<file path="config.mk">
export PLATFORM = sky130hd
export DESIGN_NAME = frame_stream_source_flat
export DESIGN_NICKNAME = d
export VERILOG_FILES = /design/src/rtl/video_pkg.sv /design/src/rtl/frame_stream_source_if.sv /design/src/rtl/raster_counter.sv /design/src/rtl/frame_stream_source.sv /design/src/flat_wrapper.sv
export SDC_FILE = /design/constraint.sdc
export NUM_CORES = 1
export LEC_CHECK = 0
export CAP_MARGIN = 20
export CORE_ASPECT_RATIO = 0.5
export CORE_MARGIN = 2
export CORE_UTILIZATION = 55
export CTS_CLUSTER_DIAMETER = 120
export CTS_CLUSTER_SIZE = 28
export DETAILED_ROUTE_END_ITERATION = 7
export PLACE_DENSITY = 0.95
export SYNTH_ARGS = -nofsm -noshare
export SYNTH_HDL_FRONTEND = slang
export SYNTH_SLANG_ARGS = --single-unit
</file>
<file path="constraint.sdc">
create_clock -name clk -period 3.8 [get_ports clk]
set_clock_uncertainty 0.05 [all_clocks]
set_input_delay 0.38 -clock clk [delete_from_list [all_inputs] [get_ports clk]]
set_output_delay 0.38 -clock clk [all_outputs]
set_load 0.05 [all_outputs]
</file>
<file path="src/rtl/video_pkg.sv">
// Shared video-path types and defaults for the raster sources and the pixel pipeline.
package video_pkg;

  localparam int IMG_W_DEF = 640;
  localparam int IMG_H_DEF = 480;

  typedef logic [11:0] rgb444_t;
  typedef logic [3:0]  grey_t;

  typedef enum logic [1:0] {
    IDLE   = 2'd0,
    ACTIVE = 2'd1,
    GAP    = 2'd2,
    DONE   = 2'd3
  } src_state_t;

  // $clog2 that never returns 0, so degenerate sizes still give a legal vector.
  function automatic int clog2_min1(input int n);
    return (n > 1) ? $clog2(n) : 1;
  endfunction

endpackage

</file>
<file path="src/rtl/frame_stream_source_if.sv">
// RAM read port plus the valid-strobe pixel stream of a raster source.
interface frame_stream_source_if
  import video_pkg::*;
#(
  parameter int ADDR_W = 19
) ();

  logic [ADDR_W-1:0] mem_addr;
  logic              mem_rd_en;
  rgb444_t           mem_rdata;
  rgb444_t           pixel_out;
  logic              out_ready;
  logic              sof;
  logic              eol;

  modport master (
    output mem_addr, mem_rd_en, pixel_out, out_ready, sof, eol,
    input  mem_rdata
  );

  modport slave (
    input  mem_addr, mem_rd_en, pixel_out, out_ready, sof, eol,
    output mem_rdata
  );

endinterface

</file>
<file path="src/rtl/raster_counter.sv">
// Raster-order x/y walker with a linear address kept in step by increment only.
module raster_counter
  import video_pkg::*;
#(
  parameter int W  = IMG_W_DEF,
  parameter int H  = IMG_H_DEF,
  parameter int XW = clog2_min1(W),
  parameter int YW = clog2_min1(H),
  parameter int AW = clog2_min1(W * H)
) (
  input  logic          clk,
  input  logic          rst,
  input  logic          clear,
  input  logic          advance,
  output logic [XW-1:0] x,
  output logic [YW-1:0] y,
  output logic [AW-1:0] addr,
  output logic          last_x,
  output logic          last_y
);

  assign last_x = (x == XW'(W - 1));
  assign last_y = (y == YW'(H - 1));

  always_ff @(posedge clk) begin
    if (rst || clear) begin
      x    <= '0;
      y    <= '0;
      addr <= '0;
    end else if (advance) begin
      if (last_x) begin
        x <= '0;
        y <= last_y ? '0 : y + YW'(1);
      end else begin
        x <= x + XW'(1);
      end
      // Wrap at the frame end so the address never leaves the image.
      addr <= (last_x && last_y) ? '0 : addr + AW'(1);
    end
  end

endmodule

</file>
<file path="src/rtl/frame_stream_source.sv">
// Streams a stored RGB444 frame from synchronous RAM as a raster-order valid-strobe pixel stream.
//
// state  | meaning
// IDLE   | waiting for start
// ACTIVE | one RAM read per cycle along the current line
// GAP    | H_GAP idle cycles between lines
// DONE   | frame bookkeeping; in continuous mode it also reads pixel (0,0) of the next frame
module frame_stream_source
  import video_pkg::*;
#(
  parameter int IMG_W      = IMG_W_DEF,
  parameter int IMG_H      = IMG_H_DEF,
  parameter int H_GAP      = 0,
  parameter int CONTINUOUS = 0,
  parameter int ADDR_W     = clog2_min1(IMG_W * IMG_H)
) (
  input  logic        clk,
  input  logic        rst,
  input  logic        start,
  output logic        busy,
  output logic [15:0] frame_cnt,
  frame_stream_source_if.master bus
);

  localparam logic [1:0] ST_IDLE   = IDLE;
  localparam logic [1:0] ST_ACTIVE = ACTIVE;
  localparam logic [1:0] ST_GAP    = GAP;
  localparam logic [1:0] ST_DONE   = DONE;

  localparam int XW = clog2_min1(IMG_W);
  localparam int YW = clog2_min1(IMG_H);
  localparam int GW = clog2_min1(H_GAP);
  localparam logic [GW-1:0] GAP_LOAD = GW'((H_GAP > 0) ? H_GAP - 1 : 0);

  logic [1:0]        state, state_nx, step_nx;
  logic              reading, clear;
  logic [XW-1:0]     x;
  logic [YW-1:0]     y;
  logic [ADDR_W-1:0] addr;
  logic              last_x, last_y;
  logic [GW-1:0]     gap_cnt;
  rgb444_t           pix_hold;

  raster_counter #(
    .W  (IMG_W),
    .H  (IMG_H),
    .XW (XW),
    .YW (YW),
    .AW (ADDR_W)
  ) u_raster (
    .clk     (clk),
    .rst     (rst),
    .clear   (clear),
    .advance (reading),
    .x       (x),
    .y       (y),
    .addr    (addr),
    .last_x  (last_x),
    .last_y  (last_y)
  );

  // Back-to-back continuous frames: DONE issues the first read of the next frame.
  assign reading = (state == ST_ACTIVE) || ((CONTINUOUS != 0) && (state == ST_DONE));
  assign clear   = (state == ST_IDLE) && start;
  assign busy    = (state != ST_IDLE);

  always_comb begin
    if (last_x && last_y)           step_nx = ST_DONE;
    else if (last_x && (H_GAP > 0)) step_nx = ST_GAP;
    else                            step_nx = ST_ACTIVE;
  end

  always_comb begin
    state_nx = state;
    case (state)
      ST_IDLE:   if (start) state_nx = ST_ACTIVE;
      ST_ACTIVE: state_nx = step_nx;
      ST_GAP:    if (gap_cnt == '0) state_nx = ST_ACTIVE;
      ST_DONE:   state_nx = (CONTINUOUS != 0) ? step_nx : ST_IDLE;
      default:   state_nx = ST_IDLE;
    endcase
  end

  always_ff @(posedge clk) begin
    if (rst) begin
      state     <= ST_IDLE;
      gap_cnt   <= '0;
      frame_cnt <= '0;
    end else begin
      state <= state_nx;
      if (reading && (step_nx == ST_GAP)) gap_cnt <= GAP_LOAD;
      else if ((state == ST_GAP) && (gap_cnt != '0)) gap_cnt <= gap_cnt - GW'(1);
      if (state == ST_DONE) frame_cnt <= frame_cnt + 16'd1;
    end
  end

  assign bus.mem_rd_en = reading;
  assign bus.mem_addr  = addr;

  always_ff @(posedge clk) begin
    if (rst) begin
      bus.out_ready <= 1'b0;
      bus.sof       <= 1'b0;
      bus.eol       <= 1'b0;
      pix_hold      <= '0;
    end else begin
      bus.out_ready <= reading;
      bus.sof       <= reading && (x == '0) && (y == '0);
      bus.eol       <= reading && last_x;
      if (bus.out_ready) pix_hold <= bus.mem_rdata;
    end
  end

  // RAM data lands in the strobe cycle; hold it afterwards so idle cycles show the last pixel.
  assign bus.pixel_out = bus.out_ready ? bus.mem_rdata : pix_hold;

endmodule

</file>
<file path="src/flat_wrapper.sv">
// flat-port wrapper written by rule: the top's interface ports become plain ports
module frame_stream_source_flat import video_pkg::*;
#(
  parameter int IMG_W      = IMG_W_DEF,
  parameter int IMG_H      = IMG_H_DEF,
  parameter int H_GAP      = 0,
  parameter int CONTINUOUS = 0,
  parameter int ADDR_W     = clog2_min1(IMG_W * IMG_H)
)
  (clk, rst, start, busy, frame_cnt, bus_mem_addr, bus_mem_rd_en, bus_pixel_out, bus_out_ready, bus_sof, bus_eol, bus_mem_rdata);
  frame_stream_source_if #(.ADDR_W(ADDR_W)) bus_i ();
  input  logic clk;
  input  logic rst;
  input  logic start;
  output logic busy;
  output logic [15:0] frame_cnt;
  output wire logic [$bits(bus_i.mem_addr)-1:0] bus_mem_addr;
  output wire logic [$bits(bus_i.mem_rd_en)-1:0] bus_mem_rd_en;
  output wire logic [$bits(bus_i.pixel_out)-1:0] bus_pixel_out;
  output wire logic [$bits(bus_i.out_ready)-1:0] bus_out_ready;
  output wire logic [$bits(bus_i.sof)-1:0] bus_sof;
  output wire logic [$bits(bus_i.eol)-1:0] bus_eol;
  input wire logic [$bits(bus_i.mem_rdata)-1:0] bus_mem_rdata;
  assign bus_mem_addr = bus_i.mem_addr;
  assign bus_mem_rd_en = bus_i.mem_rd_en;
  assign bus_pixel_out = bus_i.pixel_out;
  assign bus_out_ready = bus_i.out_ready;
  assign bus_sof = bus_i.sof;
  assign bus_eol = bus_i.eol;
  assign bus_i.mem_rdata = bus_mem_rdata;
  frame_stream_source #(.IMG_W(IMG_W), .IMG_H(IMG_H), .H_GAP(H_GAP), .CONTINUOUS(CONTINUOUS), .ADDR_W(ADDR_W)) u_core (.clk(clk), .rst(rst), .start(start), .busy(busy), .frame_cnt(frame_cnt), .bus(bus_i));
endmodule
</file>
# Word-level counts from Yosys, hierarchy flattened
# Cells that the tools add are included.
word_totals:
  inputBits: 15
  ff_bits: 72
op_classes:
  muxes: 8
  eq_ne: 8
  reduce_logical: 15
  n_addsub: 5
op_table:
  columns: ["operator", "count"]
  rows:
  - ["$add A19 B1 Y19 const B", 1]
  - ["$mux W19", 1]
  - ["$add A16 B1 Y16 const B", 1]
  - ["$mux W12", 1]
  - ["$add A10 B1 Y10 const B", 1]
  - ["$eq A10 B10 Y1 const B", 1]
  - ["$logic_not A10 Y1", 1]
  - ["$mux W10", 1]
  - ["$add A9 B1 Y9 const B", 1]
  - ["$eq A9 B9 Y1 const B", 1]
  - ["$logic_not A9 Y1", 1]
  - ["$mux W9", 1]
  - ["$pmux W2 S4", 1]
  - ["$logic_and A1 B1 Y1", 7]
  - ["$eq A2 B2 Y1 const B", 3]
  - ["$mux W2", 3]
  - ["$ne A2 B2 Y1 const B", 2]
  - ["$reduce_and A2 Y1", 2]
  - ["$eq A2 B1 Y1 const B", 1]
  - ["$logic_not A2 Y1", 1]
  - ["$reduce_bool A2 Y1", 1]
  - ["$reduce_or A2 Y1", 1]
  - ["$logic_or A1 B1 Y1", 1]
  - ["$sub A1 B1 Y1 const B", 1]

# Logic depth before layout (Yosys ltp)
# Gate-level depths: netlist of run 1.
depth:
  depth_word: 6
  mapped_depth: 6
  ltp_nobuf: 6

# Modules after synthesis
# From an unflattened synthesis of run 1, not the netlist that was laid out.
hier_totals:
  hier_cells: 361
  area_unflattened_um2: 3244.4
modules_own_cells:
  columns: ["mod", "n_inst", "cells_each", "seq_area_each_um2", "area_each_um2"]
  rows:
  - ["raster_counter", 1, 211, 760.7, 1804.2]
  - ["frame_stream_source", 1, 150, 680.7, 1440.1]

# Least setup slack after synthesis of run 1
# OpenSTA, ideal clock, no wires.
synth_timing:
  kind: "reg-to-reg"
  start: "register u_core.frame_cnt[5]"
  end: "register u_core.frame_cnt[15]"
  t_required_ns: 3.680
  setup_ns: 0.070
  n_path_buf: 0
  slack_ns: 1.722
  stages_incl_launch_ff: 5
  t_arrival_ns: 1.958
  path_cell_list: "dfxtp_1 > nand4_1 > or3_1 > or4_1 > a21oi_1"
synth_via:
  elab_chain_len: 1
synth_lines:
  columns: ["item", "line", "rtl"]
  rows:
  - ["from (decl)", "frame_stream_source.sv:21", "output logic [15:0] frame_cnt,"]
  - ["from (signal assigned)", "frame_stream_source.sv:93", "if (state == ST_DONE) frame_cnt <= frame_cnt + 16'd1;"]
  - ["$add A16 B1 Y16", "frame_stream_source.sv:93", null]
# No other way between the ends.
# A chain may end at the register's enable or synchronous reset.

# Worst setup path after layout of run 1
layout_timing:
  start: "register u_core.state[1]"
  end: "output port bus_mem_rd_en"
layout_via:
  elab_chain_len: 1
layout_lines:
  columns: ["item", "line", "rtl"]
  rows:
  - ["from (decl)", "frame_stream_source.sv:35", "logic [1:0] state, state_nx, step_nx;"]
  - ["from (signal assigned)", "frame_stream_source.sv:90", "state <= state_nx;"]
  - ["$eq A2 B1 Y1", "frame_stream_source.sv:63", "assign reading = (state == ST_ACTIVE) || ((CONTINUOUS != 0) && (state == ST_DONE));"]
  - ["to (decl)", "flat_wrapper.sv:18", "output wire logic [$bits(bus_i.mem_rd_en)-1:0] bus_mem_rd_en;"]
# No other way between the ends.

==> summary.md, run 1 <==
| Metric | Value |
|---|---|
| Outcome | completed |
| Max rail drop VDD | 0.226 mV |
| Hold Crit Class | reg -> reg |
| Clock Latency Late Sink | 0.33 ns |
| Fin Setup TNS | 0 ns |
| Total global routing overflow | 0 |
| Reg2reg end | u_core.u_raster.addr[10]$_SDFFE_PP0P_ |
| Core area | 0.00563 mm² |
| Synth Area per Inst | 8.79 µm² |
| Clock H-tree levels | 3 |
| Worst hold start | u_core.gap_cnt$_SDFFE_PP0N_ |
| Cell Rows | 19 |
| TritonRoute pass-1 iters | 6 |
| Vias | 3069 |
| Syn_nets | 395 |
| Root Buffer | clkbuf_16 |
| Seq cells post-synth | 72 |
| Initial DRC count | 303 |
| Synth Flop Type | dfxtp_1 |
| Setup Viol. Count Final | 0 |
| Hold EP | u_core.state[1]$_SDFFE_PP0P_ |
| Layout filler cell count | 372 |
| # DRC | 0 |
| Initial Util | 58.3% |
| Slew headroom | 50.5% |
| Met1 WL | 3430 µm |
| GPL Wtd Cong | 0.833 |
| Postcts setup bufs | 0 |
| Pwr per Cell Area | 416 mW/mm² |
| Post-route cell area | 0.00431 mm² |
| Seq/Total Area, Yosys | 43.9% |
| Buffers from clock root to sink, at most | 2 |
| Largest net degree at the start of global routing | 37 |
| Post_cts resized | 0 |
| CTS Hold Bufs | 0 |
| Share of cells above drive strength 1 | 7.22% |
| Worst hold slack | 0.439 ns |
| Worst r2r path cells | 4 |
| Start of the worst register-to-register path | u_core.state[1]$_SDFFE_PP0P_ |
| CP Data Arrival Time | 2.66 ns |
| Async set-reset flop share out of synthesis | 0% |
| Crit path kind | reg -> out |
| Pleak | 0.00139 µW |
| Antenna viol nets, final | 0 |
| CTS tree | yes |
| Die Y | 58.7 µm |
| Reg area | 0.00144 mm² |
| Vias in the first global route | 2793 |
| Final core area utilization | 76.4% |
| Final hold viol count | 0 |
| FF-to-FF setup slack | 1.17 ns |
| GRT Total Usage | 24.5% |
| I/O Pins | 67 |
| Hold depth | 2 |
| Clock-pin slew on the worst setup and hold paths | 0.06 ns |
| Post-Route WL | 7970 µm |
| Die Area | 0.00665 mm² |
| IO buf count | 66 |
| CP Launch Type | flip-flop |
| Worst slew pin tran | 0.742 ns |
| Multi-input gate area | 0.00174 mm² |
| Top Metal Used | met4 |
| Met3 WL | 537 µm |
| Achievable Freq | 324 MHz |
| Synth Cell Area | 0.00329 mm² |
| Worst Setup End Kind | primary output |
| Mapped Cells | 374 |
| DR WL met2 | 3820 µm |
| Ys Warns | 0 |
| Drt wl/cell | 15.4 µm |
| Diode count | 0 |
| Sink Count | 72 |
| Area after DPL | 0.00399 mm² |
| Global-route wire length before repair | 13000 µm |
| RSZ-0062 raised after global routing | false |
| Initial antenna violation count | 0 |
| Post-synth EDFFs | 0 |
| Vias per Instance | 5.95 |
| Total power | 1790 µW |
| Num CTS Buffers | 9 |
| Area delta synth->final | 31.0% |
| Nets | 459 |
| Count of different cell masters after synthesis | 39 |
| Final period util | 81.3% |
| Fin crit period | 3.09 ns |
| Required @ worst endpoint | 3.37 ns |
| Peak fanout along the critical path | 17 |
| Die W | 113 µm |
| Max_cap viols | 0 |
| Dpl hpwl | 5200 µm |
| Max-slew violation count | 0 |
## flip-flops by register name, summed over array words and instances (netlist names)
register / cells
u_core.bus.sof: 1
u_core.state: 2
u_core.bus.eol: 1
u_core.u_raster.addr: 19
u_core.u_raster.x: 10
u_core.gap_cnt: 1
u_core.frame_cnt: 16
u_core.pix_hold: 12
u_core.u_raster.y: 9
u_core.bus.out_ready: 1
## Yosys cell counts, drive strengths merged, types with 7 or more instances
master,count,area (µm²)
clkbuf,10,37.5
nor3,12,60.1
a21oi,21,105
nand3,19,95.1
xor2,10,87.6
inv,11,41.3
dfxtp,72,1440
o21ai,8,43.8
nor4,21,131
mux2,12,135
nand2,24,90.1
nor2,40,150
or3,11,68.8
mux2i,7,70.1
xnor2,22,193
nor2b,13,81.3
nand4,16,100
## cell families (layout without fill, tap and decap cells)
logic type	count (synthesis)	in the layout	synth area share, %
AO/OA/AOI/OAI	35	35	5.86
XOR/XNOR	32	32	8.53
adder cells (fa/ha/maj)	6	6	2.28
buffers and inverters	27	96	3.27
flip-flops	72	72	43.9
multiplexers	19	19	6.24
AND/OR/NAND/NOR	183	183	30.0
## metrics by stage
stage / cells / setup slack, ns
global route: 516 / 0.614
finish: 516 / 0.709
detailed placement: 500 / 1.15
CTS: 516 / 0.773
floorplan: 374 / 1.72
global placement: 500 / 1.22
## layer usage
layer  track usage, %  vias to the layer above
li1                 -                     1465
met5                0                        -
met4             8.01                        0
met2             43.1                      151
met3             5.77                       33
met1             30.5                     1420
## cells in the final DEF (no fill, tap or decap), types with 2 or more instances in the layout
master / netlist / final
dfxtp_1: 72 / 72
clkdlybuf4s50_1: 0 / 66
nor2_1: 40 / 40
nand2_1: 24 / 24
xnor2_1: 22 / 22
a21oi_1: 21 / 21
nor4_1: 21 / 21
nand3_1: 19 / 19
nand4_1: 16 / 16
nor2b_1: 13 / 13
mux2_2: 12 / 12
nor3_1: 12 / 12
inv_1: 11 / 11
or3_1: 11 / 11
xor2_1: 10 / 10
clkbuf_16: 0 / 9
mux2i_1: 7 / 7
o21ai_0: 7 / 7
ha_1: 6 / 6
or4_1: 4 / 4
nand4b_1: 4 / 4
or2_2: 3 / 3
o31ai_1: 3 / 3
and4_1: 3 / 3
clkbuf_1: 10 / 3
nand2b_1: 2 / 2
nor3b_1: 2 / 2
and2_1: 2 / 2
nand3b_1: 2 / 2
and3_1: 2 / 2
bufinv_16: 0 / 2
buf_4: 1 / 2
## how the worst max path moves through the flow
stage | start | to | depth (start not counted)
2_1_floorplan | u_core.frame_cnt[5]$_SDFFE_PP0P_ | u_core.frame_cnt[15]$_SDFFE_PP0P_ | 4
3_3_place_gp | u_core.state[1]$_SDFFE_PP0P_ | bus_mem_rd_en | 3
3_5_place_dp | u_core.state[1]$_SDFFE_PP0P_ | bus_mem_rd_en | 3
4_1_cts | u_core.state[1]$_SDFFE_PP0P_ | bus_mem_rd_en | 3
5_1_grt | u_core.state[1]$_SDFFE_PP0P_ | bus_mem_rd_en | 3
6_report | u_core.state[1]$_SDFFE_PP0P_ | bus_mem_rd_en | 3
## cell type report
type                            instances  share of cell area (%)
Multi-Input combinational cell        275                    40.4
Sequential cell                        72                    33.5
Timing Repair Buffer                   68                    15.7
Clock buffer                           13                    5.81
Tap cell                               73                    2.12
Clock inverter                          3                    1.51
Inverter                               12                    1.05
## power breakdown
| part | internal [µW] | total, µW | switching (µW) |
|---|---|---|---|
| combinational | 51.3 | 134 | 82.9 |
| clock | 592 | 886 | 295 |
| sequential | 765 | 771 | 6.30 |
| total | 1410 | 1790 | 384 |
## worst max-delay path, cell delays in order, from the launching register on
cell and delay, ns:
dfxtp_1 0.58, nand2b_1 0.55, clkinv_1 0.41, clkdlybuf4s50_1 0.80
No activity file was read; power rests on OpenSTA's default activity.
==> inputs of run 2 (changes only) <==
CORE_UTILIZATION = 51   (was 55)
PLACE_DENSITY = 0.9   (was 0.95)
clock period = 2.85 ns   (was 3.8 ns; I/O delays follow)
==> run 2 against run 1 <==
Effect of this change: clock power is 34% higher; worst hold slack got worse by 0.010 ns; first-iteration DRC count fell by 22%; via count down 4.2%; critical path depth shrank 1; global-route usage down 2.1 points; register-to-register slack got worse by 0.59 ns; count of clock-buffer cells in the layout is 4 lower; die area grew 7.4%; routed wire length shrank 4.7%; sequential share of layout area is 0.36 points lower; flip-flop and latch count unchanged; critical endpoint is now bus_pixel_out[11]; largest cell class unchanged.
==> summary.md, run 2 (synthesized netlist as in run 1, its figures left out) <==
| Metric | Value |
|---|---|
| Outcome | completed |
| I/O Pins | 67 (unchanged) |
| Peak fanout along the critical path | 13 (-4) |
| Die Area | 0.00714 mm² (+7.4%) |
| Initial DRC count | 235 (-22%) |
| CTS tree | yes |
| Hold depth | 2 (unchanged) |
| Crit path kind | reg -> out |
| Max reg flops | 19 (unchanged) |
| Most frequent cells in the layout | dfxtp_1, clkdlybuf4s50_1, nor2_1 |
| Setup Viol. Count Final | 0 (unchanged) |
| Die Y | 60.8 µm (+3.6%) |
| Buffers from clock root to sink, at most | 2 (unchanged) |
| Worst slew pin tran | 0.688 ns (-0.0540 ns) |
| Die W | 118 µm (+3.7%) |
| Worst r2r path cells | 5 (+1) |
| Antenna viol nets, final | 0 (unchanged) |
| Global-route wire length before repair | 12600 µm (-3.1%) |
| Root Buffer | clkbuf_16 |
| Post-Route WL | 7600 µm (-4.7%) |
| Share of cells above drive strength 1 | 8.52% (+1.3 points) |
| Clock H-tree levels | 3 (unchanged) |
| Registers with the most flip-flops | u_core.u_raster.addr: 19 flops, u_core.frame_cnt: 16 flops, u_core.pix_hold: 12 flops |
| Final hold viol count | 0 (unchanged) |
| Diode count | 0 (unchanged) |
| Largest net degree at the start of global routing | 29 (-22%) |
| Layout filler cell count | 474 (+27%) |
| Placed Cells incl. Taps | 518 (+3.6%) |
| Max_cap viols | 0 (unchanged) |
| Slew headroom | 53.7% (+3.2 points) |
| Achievable Freq | 408 MHz |
| CTS Hold Bufs | 0 (unchanged) |
| Core area | 0.00616 mm² (+9.3%) |
| Worst Setup End Kind | primary output |
| Max-slew violation count | 0 (unchanged) |
| Initial antenna violation count | 0 (unchanged) |
| Post_cts resized | 0 (unchanged) |
| Vias | 2939 (-4.2%) |
| # DRC | 0 (unchanged) |
| IO buf count | 66 (unchanged) |
| Vias per Instance | 5.50 (-7.5%) |
| Postcts setup bufs | 0 (unchanged) |
| FF-to-FF setup slack | 0.58 ns (-0.59 ns) |
| Vias in the first global route | 2737 (-2.0%) |
| Sink Count | 72 (unchanged) |
| CP Launch Type | flip-flop |
| TritonRoute pass-1 iters | 4 (-2) |
| Final period util | 86.0% |
| Cell Rows | 20 (+1) |
| Max rail drop VDD | 0.350 mV (+55%) |
| GPL Wtd Cong | 0.846 (+1.5%) |
| Fin Setup TNS | 0 ns (unchanged) |
| CP Data Arrival Time | 2.11 ns (-0.55 ns) |
| Clock-pin slew on the worst setup and hold paths | 0.06 ns (about the same) |
| Dpl hpwl | 5260 µm (+1.2%) |
| Most common cell after layout, fill and taps aside | dfxtp_1 |
| Initial Util | 53.4% (-4.9 points) |
| Required @ worst endpoint | 2.52 ns (-0.85 ns) |
| Total global routing overflow | 0 (unchanged) |
| Pleak | 0.00140 µW (+1.2%) |
| Start of the worst register-to-register path | u_core.u_raster.x[0]$_SDFFE_PP0P_ |
| Worst hold start | u_core.frame_cnt[15]$_SDFFE_PP0P_ |
| Reg2reg end | u_core.u_raster.y[5]$_SDFFE_PP0P_ |
| RSZ-0062 raised after global routing | false |
| Num CTS Buffers | 9 (unchanged) |
| Largest Register | u_core.u_raster.addr |
| Area delta synth->final | 32.4% |
| Fin cells | 534 (+3.5%) |
| Fin crit period | 2.45 ns |
| Clock Latency Late Sink | 0.34 ns (about the same) |
| Drt wl/cell | 14.2 µm (-7.9%) |
| GRT Total Usage | 22.4% (-2.1 points) |
| Hold EP | u_core.frame_cnt[15]$_SDFFE_PP0P_ |
| Pwr per Cell Area | 552 mW/mm² (+33%) |
| Nets | 462 (+0.65%) |
| Hold Crit Class | reg -> reg |
==> run 2: how the worst max path moves through the flow <==
stage                                                  from                           endpoint  slack [ns]  cells past startpoint
after floorplan            u_core.frame_cnt[5]$_SDFFE_PP0P_  u_core.frame_cnt[15]$_SDFFE_PP0P_        0.77                      4
after global placement    u_core.u_raster.x[0]$_SDFFE_PP0P_  u_core.u_raster.y[7]$_SDFFE_PP0P_        0.70                      5
after detailed placement  u_core.u_raster.x[0]$_SDFFE_PP0P_  u_core.u_raster.y[5]$_SDFFE_PP0P_        0.60                      5
after CTS                   u_core.bus.out_ready$_SDFF_PP0_                  bus_pixel_out[11]        0.37                      2
after global routing        u_core.bus.out_ready$_SDFF_PP0_                  bus_pixel_out[11]        0.28                      2
final                       u_core.bus.out_ready$_SDFF_PP0_                  bus_pixel_out[11]        0.40                      2
==> run 2: through the flow <==
stage | cell area (µm²) | total power [µW] | utilization [%] | hold WS (ns) | setup WS [ns]
3_5_place_dp | 4030 | 1230 | 65.5 | 0.405 | 0.597
2_1_floorplan | 3290 | 1170 | - | 0.381 | 0.772
3_3_place_gp | 4030 | 1230 | 65.5 | 0.401 | 0.696
6_report | 4350 | 2400 | 70.7 | 0.428 | 0.400
5_1_grt | 4350 | 2490 | 70.7 | 0.442 | 0.279
4_1_cts | 4350 | 2430 | 70.7 | 0.429 | 0.368
==> run 2: report_power, final <==
group | internal, µW | total [µW] | switching, µW
Sequential | 1020 | 1030 | 8.46
Clock | 766 | 1190 | 428
Combinational | 70.9 | 183 | 112
==> run 2: area by class of cell <==
| type | count | area (µm²) | share of cell area, % |
|---|---|---|---|
| clock buffers | 9 | 225 | 5.17 |
| multi-input cells | 275 | 1740 | 39.9 |
| flip-flops and latches | 72 | 1440 | 33.1 |
| well taps | 88 | 110 | 2.53 |
| inverters | 12 | 45.0 | 1.03 |
| clock inverters | 7 | 95.1 | 2.18 |
| repair buffers | 71 | 698 | 16.0 |
==> run 2: layer usage <==
layer	track usage (%)	vias to the layer above	wire, µm
li1	-	1465	-
met1	26.4	1372	3250
met4	8.95	0	112
met3	8.18	11	573
met2	38.6	91	3660
met5	0	-	0
==> run 2: worst max-delay path, cell delays in order, from the launching register on <==
cell	delay, ns
dfxtp_1	0.65
mux2_2	0.42
clkdlybuf4s50_1	0.71
==> inputs of run 3 (changes only) <==
PLACE_DENSITY = 0.79   (was 0.9)
==> run 3 against run 2 <==
Effect of this change: fmax down 0.71%; non-clock buffer count up 1; final area up 0.20%; worst setup slack worse by 0.018 ns; global-route usage up 0.16 points; combinational power about the same; first-iteration DRC count down 9.4%; die area unchanged; power up 0.29%; critical endpoint is now bus_mem_rd_en; largest power group unchanged.
==> summary.md, run 3 (synthesized netlist as in run 1, its figures left out) <==
| Metric | Value |
|---|---|
| Final hold viol count | 0 (unchanged) |
| Placed Cells incl. Taps | 519 (+0.19%) |
| Multi-input gate area | 0.00174 mm² (unchanged) |
| Vias per Instance | 5.57 (+1.3%) |
| Clock-pin slew on the worst setup and hold paths | 0.06 ns (about the same) |
| Required @ worst endpoint | 2.52 ns (about the same) |
| Postcts setup bufs | 0 (unchanged) |
| Fin crit period | 2.47 ns (+0.0175 ns) |
| Fin cells | 535 (+0.19%) |
| Most frequent cells in the layout | dfxtp_1, clkdlybuf4s50_1, nor2_1 |
| Worst Setup End Kind | primary output |
| CP max-delay cell | clkdlybuf4s50_1 |
| Sink Count | 72 (unchanged) |
| Num CTS Buffers | 9 (unchanged) |
| Vias in the first global route | 2766 (+1.1%) |
| Area delta synth->final | 32.7% |
| M2 GR Usage | 40.4% (+1.8 points) |
| Clock H-tree levels | 3 (unchanged) |
| Largest net degree at the start of global routing | 19 (-34%) |
| CP cell instances | nand2b_1 > clkinv_1 > clkdlybuf4s50_1 |
| IO buf count | 66 (unchanged) |
| CTS tree | yes |
| Die Area | 0.00714 mm² (unchanged) |
| Max-slew violation count | 0 (unchanged) |
| Peak fanout along the critical path | 11 (-2) |
| Worst slew pin tran | 0.673 ns (-0.0156 ns) |
| Share of cells above drive strength 1 | 8.50% (-0.019 points) |
| Pleak | 0.00140 µW (-0.12%) |
| TritonRoute pass-1 iters | 4 (unchanged) |
| Dpl hpwl | 5420 µm (+2.9%) |
| Crit path kind | reg -> out |
| Most used routing layer in global routing | met2 |
| GRT Total Usage | 22.5% (+0.16 points) |
| Buffers from clock root to sink, at most | 2 (unchanged) |
| Max_cap viols | 0 (unchanged) |
| Die Y | 60.8 µm (unchanged) |
| Fin Setup TNS | 0 ns (unchanged) |
| Max rail drop VDD | 0.300 mV (-14%) |
| Antenna viol nets, final | 0 (unchanged) |
| Vias | 2982 (+1.5%) |
| CP Launch Type | flip-flop |
| Met3 Use GR | 7.89% (-0.28 points) |
| Max incr delay on CP | 0.78 ns (+0.07 ns) |
| Global-route wire length before repair | 12700 µm (+1.5%) |
| Largest Register | u_core.u_raster.addr |
| # DRC | 0 (unchanged) |
| Root Buffer | clkbuf_16 |
| Layout filler cell count | 490 (+3.4%) |
| Final period util | 86.6% (+0.61 points) |
| Max reg flops | 19 (unchanged) |
| CP Data Arrival Time | 2.13 ns (+0.02 ns) |
| Slew headroom | 54.7% (+1.0 points) |
| Post-Route WL | 7750 µm (+1.9%) |
| Clock Latency Late Sink | 0.33 ns (about the same) |
| Outcome | completed |
| Initial Util | 53.4% (unchanged) |
| Initial DRC count | 213 (-9.4%) |
| Setup Viol. Count Final | 0 (unchanged) |
| Die W | 118 µm (unchanged) |
| I/O Pins | 67 (unchanged) |
| Hold Crit Class | reg -> reg |
| Achievable Freq | 405 MHz (-0.71%) |
| Met1 Track Usage GR | 26.7% (+0.28 points) |
| RSZ-0062 raised after global routing | false |
| Cell Rows | 20 (unchanged) |
| Reg area | 0.00144 mm² (unchanged) |
| Most common cell after layout, fill and taps aside | dfxtp_1 |
| Diode count | 0 (unchanged) |
| Post_cts resized | 0 (unchanged) |
| Total power | 2410 µW (+0.29%) |
| Registers with the most flip-flops | u_core.u_raster.addr: 19 flops, u_core.frame_cnt: 16 flops, u_core.pix_hold: 12 flops |
| GPL Wtd Cong | 0.839 (-0.76%) |
| Drt wl/cell | 14.5 µm (+1.7%) |
| Nets | 463 (+0.22%) |
| CTS Hold Bufs | 0 (unchanged) |
| Pwr per Cell Area | 553 mW/mm² (about the same) |
| Core area | 0.00616 mm² (unchanged) |
| Total global routing overflow | 0 (unchanged) |
| Initial antenna violation count | 0 (unchanged) |
-- run 3: changes by cell type in the layout (fill, tap and decap cells not counted) --
cell / delta
buf_4: +1
clkbuf_1: +1
clkinv_2: -2
clkinvlp_4: +1
-- run 3: final timing paths --
path,from,endpoint,slack [ns],cells after the start
max,u_core.state[1]$_SDFFE_PP0P_,bus_mem_rd_en,0.38,3
min,u_core.u_raster.x[9]$_SDFFE_PP0P_,u_core.bus.sof$_SDFF_PP0_,0.42,1
min reg2reg,u_core.u_raster.x[9]$_SDFFE_PP0P_,u_core.bus.sof$_SDFF_PP0_,0.42,1
max reg2reg,u_core.u_raster.x[0]$_SDFFE_PP0P_,u_core.u_raster.y[5]$_SDFFE_PP0P_,0.53,5
-- run 3: final cells by class --
cell class / count / area share (%)
multi-input cells: 275 / 39.8
well taps: 88 / 2.52
clock buffers: 10 / 5.25
inverters: 12 / 1.03
clock inverters: 6 / 2.12
flip-flops and latches: 72 / 33.0
repair buffers: 72 / 16.2
-- run 3: critical path, delay by kind of cell, from the launching register on --
family        cells  cell delay [ns]
buf+inv           2             1.12
flops             1             0.32
simple gates      1             0.35
-- run 3: report_power, final --
group	total, µW	switching, µW	internal (µW)
Clock	1200	430	770
Combinational	183	111	71.8
Sequential	1030	8.86	1020
Total	2410	550	1860
-- run 3: routing by layer --
layer,share of wire [%],vias to the layer above
li1,-,1468
met3,6.0,6
met4,0.84,0
met2,47,86
met5,0,-
met1,46,1422
-- run 3: stage by stage --
stage          hold WS, ns  util [%]  setup slack (ns)  area [µm²]
5_1_grt              0.455      70.9             0.242        4360
4_1_cts              0.421      70.9             0.374        4360
6_report             0.419      70.9             0.383        4360
3_5_place_dp         0.423      65.6             0.549        4040
2_1_floorplan        0.381         -             0.772        3290
3_3_place_gp         0.395      65.6             0.682        4040
